==> config.mk <==
export PLATFORM = sky130hd
export DESIGN_NAME = enemy_dir_ctrl
export DESIGN_NICKNAME = d
export VERILOG_FILES = /design/src/rtl/battle_pkg.sv /design/src/rtl/frame_down_counter.sv /design/src/rtl/enemy_dir_ctrl.sv
export SDC_FILE = /design/constraint.sdc
export NUM_CORES = 1
export LEC_CHECK = 0
export BUFFER_PORTS_ARGS = -buffer_cell sky130_fd_sc_hd__buf_2
export CAP_MARGIN = 20
export CORE_MARGIN = 8
export CORE_UTILIZATION = 34
export CTS_BUF_LIST = sky130_fd_sc_hd__clkbuf_16
export DETAILED_ROUTE_END_ITERATION = 10
export GPL_TIMING_DRIVEN = 0
export MAX_ROUTING_LAYER = met4
export PLACE_DENSITY = 0.51
export SYNTH_ARGS = -nofsm -noshare
export SYNTH_HDL_FRONTEND = slang
export SYNTH_SLANG_ARGS = --single-unit
==> constraint.sdc <==
create_clock -name Clk -period 1.9 [get_ports Clk]
set_clock_uncertainty 0.05 [all_clocks]
set_input_delay 0.19 -clock Clk [delete_from_list [all_inputs] [get_ports Clk]]
set_output_delay 0.19 -clock Clk [all_outputs]
set_load 0.05 [all_outputs]
==> src/rtl/battle_pkg.sv <==
`default_nettype none
// ============================================================================
// Module   : battle_pkg
// Brief    : Shared game types: tank direction and enemy AI state encodings.
// Revision : 1.0
// ============================================================================
package battle_pkg;

  localparam int HOLD_W = 9;
  localparam int FIRE_W = 8;

  typedef enum logic [1:0] {
    DIR_UP    = 2'b00,
    DIR_RIGHT = 2'b01,
    DIR_DOWN  = 2'b10,
    DIR_LEFT  = 2'b11
  } dir_t;

  typedef enum logic [1:0] {
    ST_IDLE  = 2'b00,
    ST_MOVE  = 2'b01,
    ST_PAUSE = 2'b10,
    ST_TURN  = 2'b11
  } enemy_state_t;

  // Clockwise quarter turn; LEFT wraps to UP.
  function automatic dir_t dir_cw(input dir_t d);
    return dir_t'(d + 2'd1);
  endfunction

endpackage
`default_nettype wire

==> src/rtl/frame_down_counter.sv <==
`default_nettype none
// ============================================================================
// Module   : frame_down_counter
// Brief    : Loadable per-frame down counter with zero / last-frame flags.
// Revision : 1.0
// ============================================================================
module frame_down_counter #(
  parameter int W = 9
) (
  input  logic         clk,
  input  logic         rst,
  input  logic         clear,
  input  logic         load,
  input  logic [W-1:0] load_val,
  input  logic         tick,
  output logic         zero,
  output logic         last
);

  logic [W-1:0] count_q, count_d;

  always_comb begin
    count_d = count_q;
    if (clear) begin
      count_d = '0;
    end else if (load) begin
      count_d = load_val;
    end else if (tick && (count_q != '0)) begin
      count_d = count_q - W'(1);
    end
  end

  always_ff @(posedge clk) begin
    if (rst) begin
      count_q <= '0;
    end else begin
      count_q <= count_d;
    end
  end

  assign zero = (count_q == '0);
  assign last = (count_q == W'(1));

endmodule
`default_nettype wire

==> src/rtl/enemy_dir_ctrl.sv <==
`default_nettype none
// ============================================================================
// Module   : enemy_dir_ctrl
// Brief    : Enemy tank AI: timed wandering, collision pause/turn, periodic fire.
// Revision : 1.0
// ============================================================================
module enemy_dir_ctrl
  import battle_pkg::*;
#(
  parameter int MIN_HOLD     = 32,
  parameter int PAUSE_FRAMES = 8,
  parameter int FIRE_BASE    = 60
) (
  input  logic       Clk,
  input  logic       reset,
  input  logic       frame_tick,
  input  logic       enable,
  input  logic [8:0] rand_in,
  input  logic       blocked,
  input  logic       fire_ack,
  output logic [1:0] dir,
  output logic       move_en,
  output logic       fire_req
);

  localparam logic [HOLD_W-1:0] c_min_hold  = HOLD_W'(MIN_HOLD);
  localparam logic [HOLD_W-1:0] c_pause     = HOLD_W'(PAUSE_FRAMES);
  localparam logic [FIRE_W-1:0] c_fire_base = FIRE_W'(FIRE_BASE);

  enemy_state_t      state_q, state_d;
  dir_t              dir_q, dir_d;
  logic              move_en_q, move_en_d;
  logic              fire_req_q, fire_req_d;
  logic              from_pause_q, from_pause_d;
  logic [FIRE_W-1:0] fire_cnt_q, fire_cnt_d;

  logic              w_hold_load, w_hold_tick, w_hold_zero, w_hold_last, w_hold_expire;
  logic              w_pause_load, w_pause_tick, w_pause_zero, w_pause_last, w_pause_expire;
  logic [HOLD_W-1:0] w_hold_init;
  logic [FIRE_W-1:0] w_fire_thr, w_fire_inc;

  assign w_hold_init  = c_min_hold + {3'b000, rand_in[5:0]};
  assign w_fire_thr   = c_fire_base + {rand_in[8:6], 3'b000};
  assign w_fire_inc   = fire_cnt_q + FIRE_W'(1);

  assign w_hold_load  = enable && (((state_q == ST_IDLE) && frame_tick) || (state_q == ST_TURN));
  assign w_hold_tick  = enable && frame_tick && (state_q == ST_MOVE);
  assign w_pause_load = w_hold_tick && blocked;
  assign w_pause_tick = enable && frame_tick && (state_q == ST_PAUSE);

  // A zero count is treated as expired so degenerate parameters cannot stall.
  assign w_hold_expire  = w_hold_last | w_hold_zero;
  assign w_pause_expire = w_pause_last | w_pause_zero;

  frame_down_counter #(.W(HOLD_W)) u_hold (
    .clk      (Clk),
    .rst      (reset),
    .clear    (!enable),
    .load     (w_hold_load),
    .load_val (w_hold_init),
    .tick     (w_hold_tick),
    .zero     (w_hold_zero),
    .last     (w_hold_last)
  );

  frame_down_counter #(.W(HOLD_W)) u_pause (
    .clk      (Clk),
    .rst      (reset),
    .clear    (!enable),
    .load     (w_pause_load),
    .load_val (c_pause),
    .tick     (w_pause_tick),
    .zero     (w_pause_zero),
    .last     (w_pause_last)
  );

  always_ff @(posedge Clk) begin
    if (reset) begin
      state_q      <= ST_IDLE;
      dir_q        <= DIR_DOWN;
      move_en_q    <= 1'b0;
      fire_req_q   <= 1'b0;
      from_pause_q <= 1'b0;
      fire_cnt_q   <= '0;
    end else begin
      state_q      <= state_d;
      dir_q        <= dir_d;
      move_en_q    <= move_en_d;
      fire_req_q   <= fire_req_d;
      from_pause_q <= from_pause_d;
      fire_cnt_q   <= fire_cnt_d;
    end
  end

  always_comb begin
    state_d = state_q;
    if (!enable) begin
      state_d = ST_IDLE;
    end else begin
      case (state_q)
        ST_IDLE:  if (frame_tick) state_d = ST_MOVE;
        ST_MOVE: begin
          // Collision takes priority over a coincident hold expiry.
          if (frame_tick && blocked)            state_d = ST_PAUSE;
          else if (frame_tick && w_hold_expire) state_d = ST_TURN;
        end
        ST_PAUSE: if (frame_tick && w_pause_expire) state_d = ST_TURN;
        ST_TURN:  state_d = ST_MOVE;
        default:  state_d = ST_IDLE;
      endcase
    end
  end

  always_comb begin
    dir_d        = dir_q;
    from_pause_d = from_pause_q;
    fire_cnt_d   = fire_cnt_q;
    fire_req_d   = fire_req_q;
    move_en_d    = (state_d == ST_MOVE);

    if (enable && (state_q == ST_TURN)) begin
      dir_d = dir_t'(rand_in[1:0]);
      // After a collision never pick the direction we were blocked in.
      if (from_pause_q && (dir_d == dir_q)) dir_d = dir_cw(dir_q);
    end
    if (state_d == ST_TURN) from_pause_d = (state_q == ST_PAUSE);

    if (!enable) begin
      fire_cnt_d = '0;
      fire_req_d = 1'b0;
    end else if (fire_req_q) begin
      if (fire_ack) fire_req_d = 1'b0;
    end else if ((state_q == ST_MOVE) && frame_tick) begin
      if (w_fire_inc == w_fire_thr) begin
        fire_req_d = 1'b1;
        fire_cnt_d = '0;
      end else begin
        fire_cnt_d = w_fire_inc;
      end
    end
  end

  assign dir      = dir_q;
  assign move_en  = move_en_q;
  assign fire_req = fire_req_q;

endmodule
`default_nettype wire

# --- Word level (Yosys, flattened, before mapping) ---
# Index checks and enable logic that the tools add are counted.
word_totals:
  register_bits: 33
  inputBits: 15
  out_inout_bits: 4
  elab_cells: 69
classes:
  addsub: 6
  n_eq_ne: 9
  mux: 16
  bitwise: 4
  n_reduce_logical: 25
op_table:
  columns: ["cell", "count"]
  rows:
  - ["equality test 9 x 1 -> 1 bit, second input constant", 2]
  - ["logical NOT 9 bit", 2]
  - ["2-to-1 mux 9 bit", 2]
  - ["nonzero test 9 bit", 2]
  - ["subtractor 9 x 1 -> 9 bit, second input constant", 2]
  - ["adder 6 x 6 -> 7 bit, first input constant", 2]
  - ["logical AND 1 bit", 14]
  - ["2-to-1 mux 2 bit", 6]
  - ["adder 8 x 1 -> 8 bit, second input constant", 1]
  - ["equality test 8 x 7 -> 1 bit", 1]
  - ["2-to-1 mux 4 bit", 2]
  - ["2-to-1 mux 8 bit", 1]
  - ["case mux 2 bit (4 select lines)", 1]
  - ["equality test 2 bit, second input constant", 3]
  - ["equality test 2 x 1 -> 1 bit, second input constant", 2]
  - ["2-to-1 mux 1 bit", 4]
  - ["nonzero test 2 bit", 2]
  - ["OR reduction 3 bit", 1]
  - ["adder 2 x 1 -> 2 bit, second input constant", 1]
  - ["equality test 2 bit", 1]
  - ["logical NOT 2 bit", 1]
  - ["NOT 1 bit", 2]
  - ["bitwise OR 1 bit", 2]
  - ["AND reduction 2 bit", 1]
  - ["2 further kinds", 2]

# --- Logic depth before layout (Yosys ltp) ---
depth:
  depth_word: 8
  mapped_depth: 8
  ltp_nobuf: 8

# --- By module ---
# A second synthesis with hierarchy kept.
unflattened:
  cells_unflattened: 246
  area_unflattened_um2: 2142.1
modules_own_cells:
  columns: ["module", "n_inst", "cells_per_inst", "area_per_inst_um2", "seq_area_each_um2"]
  rows:
  - ["frame_down_counter", 2, 66, 566.8, 180.2]
  - ["enemy_dir_ctrl", 1, 114, 1008.5, 300.3]

# --- Least setup slack after synthesis ---
# No wires, ideal clock.
synth_path:
  path_type: "register to register"
  from: "register state_q[0]"
  to: "register u_pause.count_q[7]"
  setup_ns: 0.121
  arrival_ns: 1.691
  t_required_ns: 1.729
  setup_slack_ns: 0.037
  stages_incl_launch_ff: 8
  path_buffers: 1
  period_less_slack_ns: 1.863
  cell_sequence: "dfxtp_1 -> buf_2 -> nand4b_4 -> or4_4 -> or3_4 -> nor4_4 -> xnor2_1 -> nor2_1"
synth_via:
  elab_chain_len: 4
  elab_cells_between_ends: 7
  cone_classes: "eq/ne: 2; reduce/logical: 5"
synth_lines:
  columns: ["item", "line_no", "source"]
  rows:
  - ["from (decl)", "enemy_dir_ctrl.sv:30", "enemy_state_t state_q, state_d;"]
  - ["from (signal assigned)", "enemy_dir_ctrl.sv:86", "state_q <= state_d;"]
  - ["equality test 2 x 1 -> 1 bit", "enemy_dir_ctrl.sv:47", "assign w_hold_tick = enable && frame_tick && (state_q == ST_MOVE);"]
  - ["logical AND 1 bit", "enemy_dir_ctrl.sv:47", null]
  - ["logical AND 1 bit", "enemy_dir_ctrl.sv:48", "assign w_pause_load = w_hold_tick && blocked;"]
  - ["OR reduction 3 bit (no source line)", null, null]
  - ["to (signal assigned)", "frame_down_counter.sv:37", "count_q <= count_d;"]
  - ["to (decl)", "frame_down_counter.sv:20", "logic [W-1:0] count_q, count_d;"]
# Parallel ways exist; a longest one is shown, timed or not.
# A chain may end at the register's enable or synchronous reset.

# --- Worst setup path after layout ---
# Ends and elaborated chain as after synthesis.

==> results.md <==
* Placeable Area at 0.00537 mm^2
* Final min period at 1.92 ns
* Predominant post-synthesis flop cell: dfxtp_1
* Post-synthesis xor/xnor area fraction at 0.133
* Final worst path period share at 1.01
* WL/cell at 12.6 um
* Finished Core Util at 0.445
* Worst Setup SP: state_q[0]
* Clock sink count at 33
* Mux share of post-synthesis cell area at 0.0108
* Fin. Hold Viols at 0
* Synth Area in Compound Gates at 0.118
* Pwr dens at 673 mW/mm^2
* First-pass GRT wire length at 6.82 mm
* Post-place setup slack at -0.488 ns
* Crit path cell chain: buf_6 -> nand4b_4 -> or4_4 -> or3_4 -> nor4_4 -> xnor2_1 -> nor2_1
* Tot GR Track Use at 0.103
* Total grt overflow at 0
* CTS Hold Bufs at 0
* Fraction of registers with async set/reset at 0
* Ys Warns at 0
* Clk slew on worst S/H paths at 0.05 ns
* Crit Path Category: register to register
* Post-Synth Adder-Cell Area at 0.0610
* Largest net degree at the start of global routing at 11
* EDFF count, synth at 0
* Worst-Skew Late Latency at 0.27 ns
* Num CTS Buffers at 5
* Cell area after layout at 0.00239 mm^2
* Antenna Cells at 0
* Hold_sp: reset
* Achievable Freq at 0.522 GHz
* CP arrival at 2.02 ns
* Die width at 89.7 um
* CP max-delay cell: or4_4
* Ports at 19
* Worst slew pin tran at 0.697 ns
* Die Area at 0.00805 mm^2
* Vias/cell at 4.92
* Sequential cell area at 668 um^2
* Initial antenna violation count at 0
* Cell Rows at 27
* Fin nets at 275
* Reg2reg start: state_q[0]
* Max Cap Viol at 0
* Placed cell area at 0.00203 mm^2
* Syn nets at 239
* Syn_area_per_cell at 8.59 um^2
* Initial DRC count at 76
* Slowest Stage Delay on Critical Path at 0.43 ns
* Sequential fraction of the synthesis area at 0.358
* Post-Syn Instances at 215
* Initial Util at 0.344
* Area of the multi-input gates at 0.00127 mm^2
* IO Port Bufs at 18
* Leak pwr at 0.000898 uW
* Layout cells sized above 1 at 0.280
* Vias in the first global route at 1521
* Pre-antenna DRT Iters at 4
* H-Tree Depth at 2
* Die height at 89.7 um
* Post-synthesis simple-gate area fraction at 0.291
* Vias at 1585
* Seq cells post-synth at 33
* CTS tree: yes
* Worst Path Buf+Inv at 1
* Gpl congestion at 0.803
* Final ANT Viol Nets at 0
* Setup violations, final at 1
* Hold Path Class: primary input to register
* Cell area after synthesis at 0.00185 mm^2
* Netlist cell types at 45
* Dpl hpwl at 2.85 mm
* Unrepaired setup endpoints after global routing: yes
* Run status: finished, violations left
* Max VDD drop at 0.000416 V
* DRC at 0
* Worst slew margin at 0.534
* Area Overhead vs Synth at 29.5%
* Fill cells at 522
* CTS Root Cell: clkbuf_16
* Routed WL at 4.06 mm
* Max Buffers Root-to-Sink at 2
* Failing checks: setup timing
* CP Capture Type: register
* Slew Viols, Final at 0
* CP max FO at 6
* Largest family of logic cells by synthesized area: simple AND/OR/NAND/NOR gates
* Worst EP required at 2.00 ns
* Final setup margin at -0.0159 ns
* Crit path launch type: register
* Crit path max-delay family: simple AND/OR/NAND/NOR gates
timing repair:
item,in CTS,in global routing
setup endpoints to repair,20,24
setup buffers,0,11
gates resized for setup,15,25
pin swaps,2,13
gates cloned,0,0
hold endpoints to repair,0,0
final timing paths:
kind / endpoint / slack, ns / cells past startpoint
setup / recovery: u_pause.count_q[7] / -0.02 / 7
setup reg to reg: u_pause.count_q[7] / -0.02 / 7
hold reg to reg: u_hold.count_q[5] / 0.45 / 2
hold / removal: state_q[0] / 0.12 / 2
per-layer routing:
metal,share of wire,GRT usage,vias to the layer above
met2,0.44,0.155,18
met4,0.0057,0.0353,0
met1,0.52,0.126,742
li1,-,-,823
met3,0.031,0.0341,2
met5,0,-,-
report_power, final:
group	total [uW]	switching [uW]	internal (uW)	leakage, uW
Sequential	714	10.7	703	0.000270
Clock	744	277	467	0.0000655
Combinational	153	87.8	64.9	0.000563
layout make-up:
| type | instances | area share |
|---|---|---|
| multi-input cells | 168 | 0.531 |
| clock buffers | 5 | 0.0523 |
| flip-flops and latches | 33 | 0.279 |
| clock inverters | 1 | 0.00209 |
| well taps | 72 | 0.0377 |
| plain buffers | 3 | 0.00837 |
| inverters | 11 | 0.0173 |
| repair buffers | 29 | 0.0722 |
flip-flops by register name (all words and copies together), names as in the netlist:
signal and cells:
fire_cnt_q 8, fire_req 1, state_q 2, u_hold.count_q 9, from_pause_q 1, dir 2, u_pause.count_q 9, move_en 1
kinds of logic (layout without fill, tap and decap cells):
kind of cell	Yosys count	after routing
xor gates and xnor gates	28	28
DFF	33	33
buffers and inverters	14	49
adders and majority gates	9	9
and+or+nand+nor	94	94
muxes	2	2
AOI/OAI and AO/OA	35	35
stage by stage:
stage	cells	TNS (ns)	power (uW)	hold WS [ns]
floorplan	215	0	805	0.209
global placement	305	-4.13	852	0.407
detailed placement	305	-4.11	852	0.410
CTS	311	-0.0915	1620	0.121
global route	322	-0.345	1690	0.122
finish	322	-0.0159	1610	0.115
cell usage in the layout, fill, tap and decap left out, types with 2 or more instances in the layout:
cell type  netlist  final
nand4_1          2      2
and4b_1          2      2
a221oi_1         2      2
nand4b_1         2      2
dfxtp_2          0      6
ha_1             9      8
nor2_1          33     30
dfxtp_1         33     27
xor2_1          14     13
nand2b_1         3      3
buf_4            0     11
nor2_4           0      2
or4_4            1      3
o21ai_0          8      6
a31oi_1          4      2
xnor2_1         14     14
nor3b_1          2      2
nor3_1           6      5
a21oi_1         10      9
nand2_1         13     13
a211oi_1         4      4
nor2_2           1      2
buf_2            1     18
clkbuf_16        0      5
nand3_1          7      7
nand3b_1         3      3
inv_1           11     11
nor4_4           1      2
synth_stat cells (4+ instances only):
cell type	number	area, um^2
a211oi_1	4	30.0
a21oi_1	10	50.1
a31oi_1	4	25.0
dfxtp_1	33	661
ha_1	9	113
inv_1	11	41.3
nand2_1	13	48.8
nand3_1	7	35.0
nor2_1	33	124
nor3_1	6	30.0
o21ai_0	8	40.0
xnor2_1	14	123
xor2_1	14	123
No activity file was read; power rests on OpenSTA's default activity.
